File: config.mk
export PLATFORM = sky130hd
export DESIGN_NAME = id_ex_stage
export DESIGN_NICKNAME = d
export VERILOG_FILES = /design/src/rtl/id_ex_stage.sv
export SDC_FILE = /design/constraint.sdc
export NUM_CORES = 1
export LEC_CHECK = 0
export BUFFER_PORTS_ARGS = -buffer_cell sky130_fd_sc_hd__buf_2
export CORE_AREA = 5 5 107 209
export DETAILED_ROUTE_END_ITERATION = 16
export DIE_AREA = 0 0 112 214
export GPL_ROUTABILITY_DRIVEN = 0
export PLACE_DENSITY = 0.73
export SLEW_MARGIN = 25
export SYNTH_ARGS = -nofsm -noshare
export SYNTH_HDL_FRONTEND = slang
export SYNTH_SLANG_ARGS = --single-unit
File: constraint.sdc
create_clock -name clk -period 4.4 [get_ports clk]
set_clock_uncertainty 0.15 [all_clocks]
set_input_delay 0.88 -clock clk [delete_from_list [all_inputs] [get_ports clk]]
set_output_delay 0.88 -clock clk [all_outputs]
set_load 0.05 [all_outputs]
File: src/rtl/id_ex_stage.sv
// ---------------------------------------------------------------------------
// id_ex_stage
//   ID/EX pipeline register of the RV32I core with integrated load-use hazard
//   detection. Decoded operands, immediate, PC, register indices and the ID
//   control bundle are registered and presented to EX one cycle later.
//   Bubbles (all-zero control, ex_valid=0) are inserted on control-flow
//   flushes and on load-use hazards; a downstream hold freezes the stage.
//
// Configuration macro:
//   ID_EX_PERF_CNT_EN - when defined, stall_cnt / flush_cnt are saturating
//                       performance counters; otherwise both are tied to 0.
//
// Ports:
//   clk, rst_n              clock (rising edge), async active-low reset
//   id_valid                ID holds a real instruction
//   id_pc/rs1_val/rs2_val/imm   XLEN-wide decoded datapath values
//   id_rs1/rs2/rd           register indices
//   id_funct                {funct7[5], funct3}
//   *_in                    decoder control bundle
//   flush_in                EX redirect, kills the ID instruction
//   hold_in                 downstream stall, freezes this stage
//   ex_*                    registered copies for EX
//   ex_valid                EX holds a real instruction
//   load_use_stall          combinational, upstream must hold
//   stall_cnt, flush_cnt    performance counters
// ---------------------------------------------------------------------------
module id_ex_stage #(
  parameter int XLEN      = 32,
  parameter int REG_IDX_W = 5
) (
  input  logic                 clk,
  input  logic                 rst_n,
  input  logic                 id_valid,
  input  logic [XLEN-1:0]      id_pc,
  input  logic [XLEN-1:0]      id_rs1_val,
  input  logic [XLEN-1:0]      id_rs2_val,
  input  logic [XLEN-1:0]      id_imm,
  input  logic [REG_IDX_W-1:0] id_rs1,
  input  logic [REG_IDX_W-1:0] id_rs2,
  input  logic [REG_IDX_W-1:0] id_rd,
  input  logic [3:0]           id_funct,
  input  logic                 mem_rd_in,
  input  logic                 mem_wr_in,
  input  logic                 reg_wr_in,
  input  logic                 mux_reg_wr_in,
  input  logic                 jump_in,
  input  logic                 branch_in,
  input  logic                 jalr_in,
  input  logic [1:0]           ula_op_in,
  input  logic [1:0]           alu_src1_in,
  input  logic [1:0]           alu_src2_in,
  input  logic                 flush_in,
  input  logic                 hold_in,
  output logic [XLEN-1:0]      ex_pc,
  output logic [XLEN-1:0]      ex_rs1_val,
  output logic [XLEN-1:0]      ex_rs2_val,
  output logic [XLEN-1:0]      ex_imm,
  output logic [REG_IDX_W-1:0] ex_rs1,
  output logic [REG_IDX_W-1:0] ex_rs2,
  output logic [REG_IDX_W-1:0] ex_rd,
  output logic [3:0]           ex_funct,
  output logic                 ex_mem_rd,
  output logic                 ex_mem_wr,
  output logic                 ex_reg_wr,
  output logic                 ex_mux_reg_wr,
  output logic                 ex_jump,
  output logic                 ex_branch,
  output logic                 ex_jalr,
  output logic [1:0]           ex_ula_op,
  output logic [1:0]           ex_alu_src1,
  output logic [1:0]           ex_alu_src2,
  output logic                 ex_valid,
  output logic                 load_use_stall,
  output logic [31:0]          stall_cnt,
  output logic [31:0]          flush_cnt
);

  localparam logic [REG_IDX_W-1:0] REG_X0 = {REG_IDX_W{1'b0}};
  localparam logic [XLEN-1:0]      DATA_Z = {XLEN{1'b0}};

  // Registered state
  logic [XLEN-1:0]      pc_r, rs1_val_r, rs2_val_r, imm_r;
  logic [REG_IDX_W-1:0] rs1_r, rs2_r, rd_r;
  logic [3:0]           funct_r;
  logic                 mem_rd_r, mem_wr_r, reg_wr_r, mux_reg_wr_r;
  logic                 jump_r, branch_r, jalr_r, valid_r;
  logic [1:0]           ula_op_r, alu_src1_r, alu_src2_r;

  // Next-state values
  logic [XLEN-1:0]      pc_s, rs1_val_s, rs2_val_s, imm_s;
  logic [REG_IDX_W-1:0] rs1_s, rs2_s, rd_s;
  logic [3:0]           funct_s;
  logic                 mem_rd_s, mem_wr_s, reg_wr_s, mux_reg_wr_s;
  logic                 jump_s, branch_s, jalr_s, valid_s;
  logic [1:0]           ula_op_s, alu_src1_s, alu_src2_s;

  logic hit1_s, hit2_s, load_use_s, bubble_s, stall_evt_s, flush_evt_s;

  // Load-use hazard: a load in EX whose rd feeds an operand actually read by ID.
  // rs2 is also consumed by stores (data) and branches (compare), whatever
  // alu_src2 selects.
  always_comb begin
    hit1_s      = (alu_src1_in == 2'b00) && (id_rs1 == rd_r);
    hit2_s      = ((alu_src2_in == 2'b00) || mem_wr_in || branch_in) && (id_rs2 == rd_r);
    load_use_s  = valid_r && mem_rd_r && (rd_r != REG_X0) && id_valid && !flush_in
                  && (hit1_s || hit2_s);
    // A flush outranks hold; a load-use bubble only goes in when not held.
    bubble_s    = flush_in || (!hold_in && load_use_s);
    stall_evt_s = !flush_in && !hold_in && load_use_s;
    flush_evt_s = flush_in && id_valid;
  end

  assign load_use_stall = load_use_s;

  // Next-state selection: bubble, hold, or capture with control sanitisation.
  always_comb begin
    pc_s = pc_r;  rs1_val_s = rs1_val_r;  rs2_val_s = rs2_val_r;  imm_s = imm_r;
    rs1_s = rs1_r;  rs2_s = rs2_r;  rd_s = rd_r;  funct_s = funct_r;
    mem_rd_s = mem_rd_r;  mem_wr_s = mem_wr_r;  reg_wr_s = reg_wr_r;
    mux_reg_wr_s = mux_reg_wr_r;  jump_s = jump_r;  branch_s = branch_r;
    jalr_s = jalr_r;  ula_op_s = ula_op_r;  alu_src1_s = alu_src1_r;
    alu_src2_s = alu_src2_r;  valid_s = valid_r;
    if (bubble_s) begin
      pc_s = DATA_Z;  rs1_val_s = DATA_Z;  rs2_val_s = DATA_Z;  imm_s = DATA_Z;
      rs1_s = REG_X0;  rs2_s = REG_X0;  rd_s = REG_X0;  funct_s = 4'h0;
      mem_rd_s = 1'b0;  mem_wr_s = 1'b0;  reg_wr_s = 1'b0;  mux_reg_wr_s = 1'b0;
      jump_s = 1'b0;  branch_s = 1'b0;  jalr_s = 1'b0;
      ula_op_s = 2'b00;  alu_src1_s = 2'b00;  alu_src2_s = 2'b00;
      valid_s = 1'b0;
    end else if (hold_in) begin
      valid_s = valid_r;
    end else begin
      pc_s = id_pc;  rs1_val_s = id_rs1_val;  rs2_val_s = id_rs2_val;  imm_s = id_imm;
      rs1_s = id_rs1;  rs2_s = id_rs2;  rd_s = id_rd;  funct_s = id_funct;
      valid_s = id_valid;
      if (id_valid) begin
        // Branches and stores never write back; writes to x0 are dropped here
        // so forwarding logic never sees a false producer.
        reg_wr_s     = reg_wr_in && !branch_in && !mem_wr_in && (id_rd != REG_X0);
        mem_rd_s     = mem_rd_in && !mem_wr_in;
        mem_wr_s     = mem_wr_in;
        mux_reg_wr_s = mux_reg_wr_in;
        jump_s       = jump_in;
        branch_s     = branch_in;
        jalr_s       = jalr_in;
        ula_op_s     = ula_op_in;
        alu_src1_s   = alu_src1_in;
        alu_src2_s   = alu_src2_in;
      end else begin
        reg_wr_s = 1'b0;  mem_rd_s = 1'b0;  mem_wr_s = 1'b0;  mux_reg_wr_s = 1'b0;
        jump_s = 1'b0;  branch_s = 1'b0;  jalr_s = 1'b0;
        ula_op_s = 2'b00;  alu_src1_s = 2'b00;  alu_src2_s = 2'b00;
      end
    end
  end

  // Pipeline register bank.
  always_ff @(posedge clk or negedge rst_n) begin
    if (!rst_n) begin
      pc_r <= DATA_Z;  rs1_val_r <= DATA_Z;  rs2_val_r <= DATA_Z;  imm_r <= DATA_Z;
      rs1_r <= REG_X0;  rs2_r <= REG_X0;  rd_r <= REG_X0;  funct_r <= 4'h0;
      mem_rd_r <= 1'b0;  mem_wr_r <= 1'b0;  reg_wr_r <= 1'b0;  mux_reg_wr_r <= 1'b0;
      jump_r <= 1'b0;  branch_r <= 1'b0;  jalr_r <= 1'b0;
      ula_op_r <= 2'b00;  alu_src1_r <= 2'b00;  alu_src2_r <= 2'b00;
      valid_r <= 1'b0;
    end else begin
      pc_r <= pc_s;  rs1_val_r <= rs1_val_s;  rs2_val_r <= rs2_val_s;  imm_r <= imm_s;
      rs1_r <= rs1_s;  rs2_r <= rs2_s;  rd_r <= rd_s;  funct_r <= funct_s;
      mem_rd_r <= mem_rd_s;  mem_wr_r <= mem_wr_s;  reg_wr_r <= reg_wr_s;
      mux_reg_wr_r <= mux_reg_wr_s;  jump_r <= jump_s;  branch_r <= branch_s;
      jalr_r <= jalr_s;  ula_op_r <= ula_op_s;  alu_src1_r <= alu_src1_s;
      alu_src2_r <= alu_src2_s;  valid_r <= valid_s;
    end
  end

  assign ex_pc = pc_r;  assign ex_rs1_val = rs1_val_r;  assign ex_rs2_val = rs2_val_r;
  assign ex_imm = imm_r;  assign ex_rs1 = rs1_r;  assign ex_rs2 = rs2_r;
  assign ex_rd = rd_r;  assign ex_funct = funct_r;  assign ex_mem_rd = mem_rd_r;
  assign ex_mem_wr = mem_wr_r;  assign ex_reg_wr = reg_wr_r;
  assign ex_mux_reg_wr = mux_reg_wr_r;  assign ex_jump = jump_r;
  assign ex_branch = branch_r;  assign ex_jalr = jalr_r;  assign ex_ula_op = ula_op_r;
  assign ex_alu_src1 = alu_src1_r;  assign ex_alu_src2 = alu_src2_r;
  assign ex_valid = valid_r;

`ifdef ID_EX_PERF_CNT_EN
  logic [31:0] stall_cnt_r, flush_cnt_r;

  // Saturating performance counters for load-use bubbles and real flushes.
  always_ff @(posedge clk or negedge rst_n) begin
    if (!rst_n) begin
      stall_cnt_r <= 32'h0000_0000;
      flush_cnt_r <= 32'h0000_0000;
    end else begin
      if (stall_evt_s && (stall_cnt_r != 32'hFFFF_FFFF)) begin
        stall_cnt_r <= stall_cnt_r + 32'h0000_0001;
      end else begin
        stall_cnt_r <= stall_cnt_r;
      end
      if (flush_evt_s && (flush_cnt_r != 32'hFFFF_FFFF)) begin
        flush_cnt_r <= flush_cnt_r + 32'h0000_0001;
      end else begin
        flush_cnt_r <= flush_cnt_r;
      end
    end
  end

  assign stall_cnt = stall_cnt_r;
  assign flush_cnt = flush_cnt_r;
`else
  logic unused_evt_s;
  assign unused_evt_s = stall_evt_s ^ flush_evt_s;
  assign stall_cnt    = 32'h0000_0000;
  assign flush_cnt    = 32'h0000_0000;
`endif

endmodule

==> reports/qor.csv, run 1 <==
stage;metric;value;unit
critical_path;critical path required time;3.37;ns
synthesis;EDFF count, synth;0;
global_routing;GRT Total Usage;0.207;
global_routing;grt ovf;0;
timing;RSZ-0062 raised after global routing;false;
power;P_leak;0.00485;µW
timing;TNS Setup;0;ns
floorplanning;chip height;214;µm
run_status;outcome;finished clean;
routing;Detailed Route WL;25700;µm
global_routing;largest net degree at the start of global routing;94;
routing;drc violations;0;
synthesis;Post-Syn Instances;828;
critical_path;Setup Crit Path Kind;primary input to output pin;
routing;via count;7689;
synthesis;main flop type after synthesis;dfrtp_1;
power;maximum vdd drop;0.257;mV
power;Power Total;4390;µW
layout;Layout fillers;1955;
routing;Avg WL per Cell;18.5;µm
floorplanning;IO Pins;391;
power;PwrDens;430;nW/µm²
synthesis;leading area contributor after synthesis;dfrtp_1;
routing;Starting DRT DRC Count;618;
floorplanning;CORE AREA;20500;µm²
layout;multi-input logic area;3370;µm²
synthesis;register area share after synthesis;0.499;
clock_tree;worst-skew pair later-pin latency;0.42;ns
layout;FF/Latch Area;4030;µm²
synthesis;mean post-synth cell area;9.75;µm²
timing;Final WS setup;1.08;ns
routing;Vias/cell;5.54;
synthesis;count leader, synth;dfrtp_1;
timing;# setup viols final;0;
timing;Fmax;301;MHz
clock_tree;Num CTS Buffers;17;
clock_tree;Reg clk slew, reported paths;0.06;ns
layout;P&R area growth vs syn;26.6;%
critical_path;CP max stage delay;0.52;ns
synthesis;commonest cells in the netlist;dfrtp_1, nand2_1, o21ai_0;
clock_tree;CTS Root Cell;clkbuf_16;
floorplanning;die span in x;112;µm
synthesis;Syn Std Cell Area;8070;µm²
critical_path;crit path max-delay cell type;or3_1;
layout;final non-filler cell total;1388;
critical_path;crit end category;output pin;
clock_tree;Hold Buf Count CTS;0;
place;DP HPWL;18100;µm
timing;crit path time final;3.32;ns
clock_tree;clk sink count;161;
layout;fin nets;1267;
critical_path;crit start category;primary input;
timing;Fin. Hold Viols;0;
timing;Slew headroom;0.411;
place;Cells after DPL;1349;
critical_path;CP dominant cell by count;buf_2;
run;max-cap violations;0;
critical_path;CP Data Arrival Time;2.29;ns
global_routing;initial antenna violation count;7;
place;pre-CTS setup slack;0.683;ns
layout;share of post-route cells with drive strength above 1;0.340;
synthesis;leading cell types by total area after synthesis;dfrtp_1, a32oi_1, o21ai_0;
clock_tree;htree depth;4;
floorplanning;Initial Util;0.394;
routing;1st-pass router iterations;6;
clock_tree;CTS Buffer Depth;2;
place;count of input and output buffers;326;
global_routing;first-pass GRT wire length;40100;µm
global_routing;vias in the first global route;7360;
clock_tree;post-CTS resize count;0;
timing;fin crit share;0.754;
critical_path;Max Fanout on Critical Path;11;
clock_tree;Setup Fix Bufs, Post-CTS;0;
floorplanning;Rows;74;
floorplanning;die area;24000;µm²
synthesis;share of the synthesized area in the top cell type;0.499;
synthesis;Async S/R FF share, synth;1.00;
worst_hold_path;worst min path class;register to register;
critical_path;CP cell instances;buf_2 -> xor2_1 -> or3_1 -> o22ai_4 -> nor2b_1 -> buf_2;
synthesis;synth unique cells;30;
synthesis;Synthesis Warnings;0;
timing;Slew Viols, Final;0;
clock_tree;CTS tree;yes;
routing;post-route ant nets;0;
synthesis;flops & latches, synth;161;
timing;Worst Tran Pin Value;0.884;ns
[cell usage in the layout (no fill, tap or decap), types with 11 or more instances in the layout]
cell / instances
a21oi_1: 14
a22oi_1: 23
a32oi_1: 132
buf_2: 325
buf_4: 12
clkbuf_16: 17
conb_1: 64
dfrtp_1: 161
nand2_1: 149
nor3b_1: 11
o21ai_0: 137
[flip-flops by register name, indices dropped and copies added (netlist names)]
name           flops
ex_funct           4
ex_rd              5
ex_rs2_val        32
ex_rs2             5
ex_valid           1
ex_mux_reg_wr      1
ex_reg_wr          1
ex_alu_src2        2
ex_rs1_val        32
ex_alu_src1        2
ex_jump            1
ex_rs1             5
ex_imm            32
ex_ula_op          2
ex_branch          1
ex_mem_wr          1
ex_jalr            1
ex_mem_rd          1
ex_pc             32
[metrics by stage]
step / instance area [µm²] / hold WS (ns) / util
after floorplan: 8310 / 0.434 / -
after global placement: 9600 / 0.319 / 0.469
after detailed placement: 9600 / 0.325 / 0.469
after CTS: 10200 / 0.341 / 0.499
after global routing: 10200 / 0.353 / 0.499
final: 10200 / 0.335 / 0.499
[layout make-up]
class	instances	share of cell area
antenna	7	0.00171
inverter	1	0.000367
sequential	161	0.394
multi-input combinational	576	0.330
tap	266	0.0326
timing repair buffer	345	0.183
clock inverter	9	0.0129
clock buffer	23	0.0458
[final timing paths]
| kind | to | from | slack, ns | cells past startpoint |
|---|---|---|---|---|
| hold reg to reg | ex_rs1_val[31] | ex_rs1_val[31] | 0.33 | 2 |
| min in group asynchronous | ex_rs1_val[19] | rst_n | 0.36 | 1 |
| hold / removal | ex_rs1_val[31] | ex_rs1_val[31] | 0.33 | 2 |
| setup reg to reg | ex_rd[2] | ex_rd[1] | 1.14 | 6 |
| setup / recovery | load_use_stall | id_rs1[1] | 1.08 | 6 |
| max in group asynchronous | ex_valid | rst_n | 2.84 | 2 |
[cell families after synthesis]
logic type	Yosys count	share of synthesized area
flip-flops	161	0.499
AO/OA/AOI/OAI	325	0.280
AND/OR/NAND/NOR	177	0.0941
other	1	0.000465
buffers and inverters	154	0.115
XOR/XNOR	10	0.0109
[power breakdown]
| part | internal [µW] | total [µW] | switching (µW) |
|---|---|---|---|
| Clock | 923 | 1510 | 585 |
| Combinational | 263 | 1190 | 923 |
| Sequential | 1620 | 1700 | 85.7 |
| Total | 2800 | 4390 | 1590 |
[per-layer routing]
layer / track usage / wire [µm] / vias to the layer above
met2: 0.350 / 13500 / 423
met4: 0.119 / 1150 / 0
met1: 0.234 / 8960 / 3663
met3: 0.0537 / 2060 / 67
li1: - / - / 3536
met5: 0 / 0 / -
[worst max-delay path, delay by kind of cell]
family | cells | cell delay (ns)
simple gates | 2 | 0.68
compound gates | 1 | 0.18
buf+inv | 2 | 0.41
xor+xnor | 1 | 0.13
(Power assumes the default switching activity.)
==> run 2: changes to the inputs <==
==> constraint.sdc (replaced) <==
create_clock -name clk -period 3.07 [get_ports clk]
set_clock_uncertainty 0.15 [all_clocks]
set_input_delay 0.614 -clock clk [delete_from_list [all_inputs] [get_ports clk]]
set_output_delay 0.614 -clock clk [all_outputs]
set_load 0.05 [all_outputs]
==> run 2 against run 1 <==
Setup slack lost 0.89 ns. Register-to-register slack got worse by 0.61 ns. Power is 46% higher. Clock power is 50% higher. Flip-flop and latch count unchanged. Via count is essentially flat. Sequential share of layout area is 0.49 points lower. Global-route usage about the same. Routed wire length rose by 1.4%. Utilization up 0.62 points. Critical path type is now register to output pin.
==> reports/qor.csv, run 2 (synthesis gave the netlist of run 1 again) <==
stage;metric;value;unit;change
routing;Vias/cell;5.52;;-0.38%
timing;TNS Setup;0;ns;unchanged
timing;Slew Viols, Final;0;;unchanged
clock_tree;CTS tree;yes;;
clock_tree;Num CTS Buffers;17;;unchanged
global_routing;initial antenna violation count;6;;-1
critical_path;crit start category;register;;
floorplanning;die area;24000;µm²;unchanged
timing;# setup viols final;0;;unchanged
global_routing;largest net degree at the start of global routing;152;;+62%
layout;FF/Latch Area;4030;µm²;unchanged
timing;Fmax;347;MHz;
power;PwrDens;621;nW/µm²;+44%
timing;fin crit share;0.939;;
timing;Worst Tran Pin Value;0.725;ns;-0.159 ns
run_status;outcome;finished clean;;
clock_tree;post-CTS resize count;0;;unchanged
critical_path;crit end category;output pin;;
clock_tree;Setup Fix Bufs, Post-CTS;0;;unchanged
floorplanning;IO Pins;391;;unchanged
clock_tree;Hold Buf Count CTS;0;;unchanged
routing;1st-pass router iterations;5;;-1
global_routing;first-pass GRT wire length;40200;µm;+0.41%
global_routing;grt ovf;0;;unchanged
routing;post-route ant nets;0;;unchanged
layout;multi-input logic area;3370;µm²;about the same
floorplanning;chip height;214;µm;unchanged
clock_tree;CTS Buffer Depth;2;;unchanged
floorplanning;CORE AREA;20500;µm²;unchanged
power;Power Total;6430;µW;+46%
routing;Starting DRT DRC Count;602;;-2.6%
floorplanning;die span in x;112;µm;unchanged
timing;Slew headroom;0.517;;+0.106
critical_path;Setup Crit Path Kind;register to output pin;;
global_routing;vias in the first global route;7410;;+0.68%
timing;RSZ-0062 raised after global routing;false;;
critical_path;R2R depth;6;;unchanged
clock_tree;CTS Root Cell;clkbuf_16;;
power;maximum vdd drop;0.384;mV;+50%
global_routing;GRT Total Usage;0.207;;about the same
timing;crit path time final;2.88;ns;
floorplanning;Initial Util;0.394;;unchanged
layout;most common cell after layout, fill and taps aside;buf_2;;
timing;Fin. Hold Viols;0;;unchanged
layout;Layout fillers;1919;;-1.8%
layout;share of post-route cells with drive strength above 1;0.346;;+0.00563
critical_path;R2R Path End;ex_reg_wr;;
layout;fin nets;1272;;+0.39%
critical_path;Max Fanout on Critical Path;5;;-6
routing;Detailed Route WL;26100;µm;+1.4%
layout;commonest non-fill, non-tap cells in the layout;buf_2, dfrtp_1, nand2_1;;
routing;Avg WL per Cell;18.7;µm;+1.2%
clock_tree;htree depth;4;;unchanged
routing;via count;7682;;-0.091%
worst_hold_path;worst min path class;primary input to async pin;;
run;max-cap violations;0;;unchanged
layout;P&R area growth vs syn;28.2;%;
critical_path;r2r startpoint;ex_rd[0];;
critical_path;CP Data Arrival Time;2.12;ns;-0.17 ns
place;DP HPWL;17900;µm;-0.92%
clock_tree;Reg clk slew, reported paths;0.07;ns;about the same
critical_path;critical path required time;2.31;ns;-1.06 ns
critical_path;worst reg-to-reg setup slack;0.53;ns;-0.61 ns
floorplanning;Rows;74;;unchanged
clock_tree;worst-skew pair later-pin latency;0.42;ns;about the same
routing;drc violations;0;;unchanged
place;count of input and output buffers;326;;unchanged
clock_tree;clk sink count;161;;unchanged
power;P_leak;0.00490;µW;+1.1%
## run 2: changes by cell type in the layout (fill, tap and decap cells not counted), moves of 2 or more
cell	change
buf_12	+5
clkbuf_1	-2
clkinv_4	-2
clkinvlp_4	+2
inv_6	+3
## run 2: how the worst max path moves through the flow
stage	startpoint	end	slack [ns]
after global placement	mem_wr_in	load_use_stall	0.32
after CTS	ex_rd[1]	load_use_stall	0.12
after global routing	ex_rd[1]	load_use_stall	0.07
final	ex_rd[1]	load_use_stall	0.19
after floorplan	ex_rd[1]	load_use_stall	0.21
after detailed placement	mem_wr_in	load_use_stall	0.31
## run 2: power breakdown
group	internal (µW)	switching, µW
Sequential	2310	126
Clock	1390	880
Combinational	391	1320
## run 2: worst max-delay path, cell delays in order, from the launching register on
cell and delay, ns:
dfrtp_1 0.48, xor2_1 0.19, or3_1 0.38, o22ai_4 0.16, nor2b_2 0.16, buf_2 0.31
## run 2: layout make-up
cell class | count | share of cell area
Antenna cell | 6 | 0.00145
Tap cell | 266 | 0.0322
Timing Repair Buffer | 350 | 0.190
Clock buffer | 20 | 0.0432
Inverter | 1 | 0.000363
Sequential cell | 161 | 0.389
Multi-Input combinational cell | 576 | 0.326
Clock inverter | 12 | 0.0174
## run 2: stage by stage
stage | hold WS, ns | worst slack [ns] | instances | area [µm²] | util
detailed placement | 0.326 | 0.312 | 1354 | 9710 | 0.474
CTS | 0.0166 | 0.116 | 1386 | 10300 | 0.505
global placement | 0.319 | 0.316 | 1354 | 9710 | 0.474
floorplan | 0.168 | 0.211 | 891 | 8310 | -
global route | 0.0428 | 0.0728 | 1392 | 10300 | 0.506
finish | 0.0167 | 0.188 | 1392 | 10300 | 0.506
## run 2: routing by layer
layer	global-route usage	up-vias	share of wire
met5	0	-	0
met4	0.114	0	0.041
met3	0.0483	65	0.074
met2	0.355	391	0.53
met1	0.235	3688	0.36
li1	-	3538	-
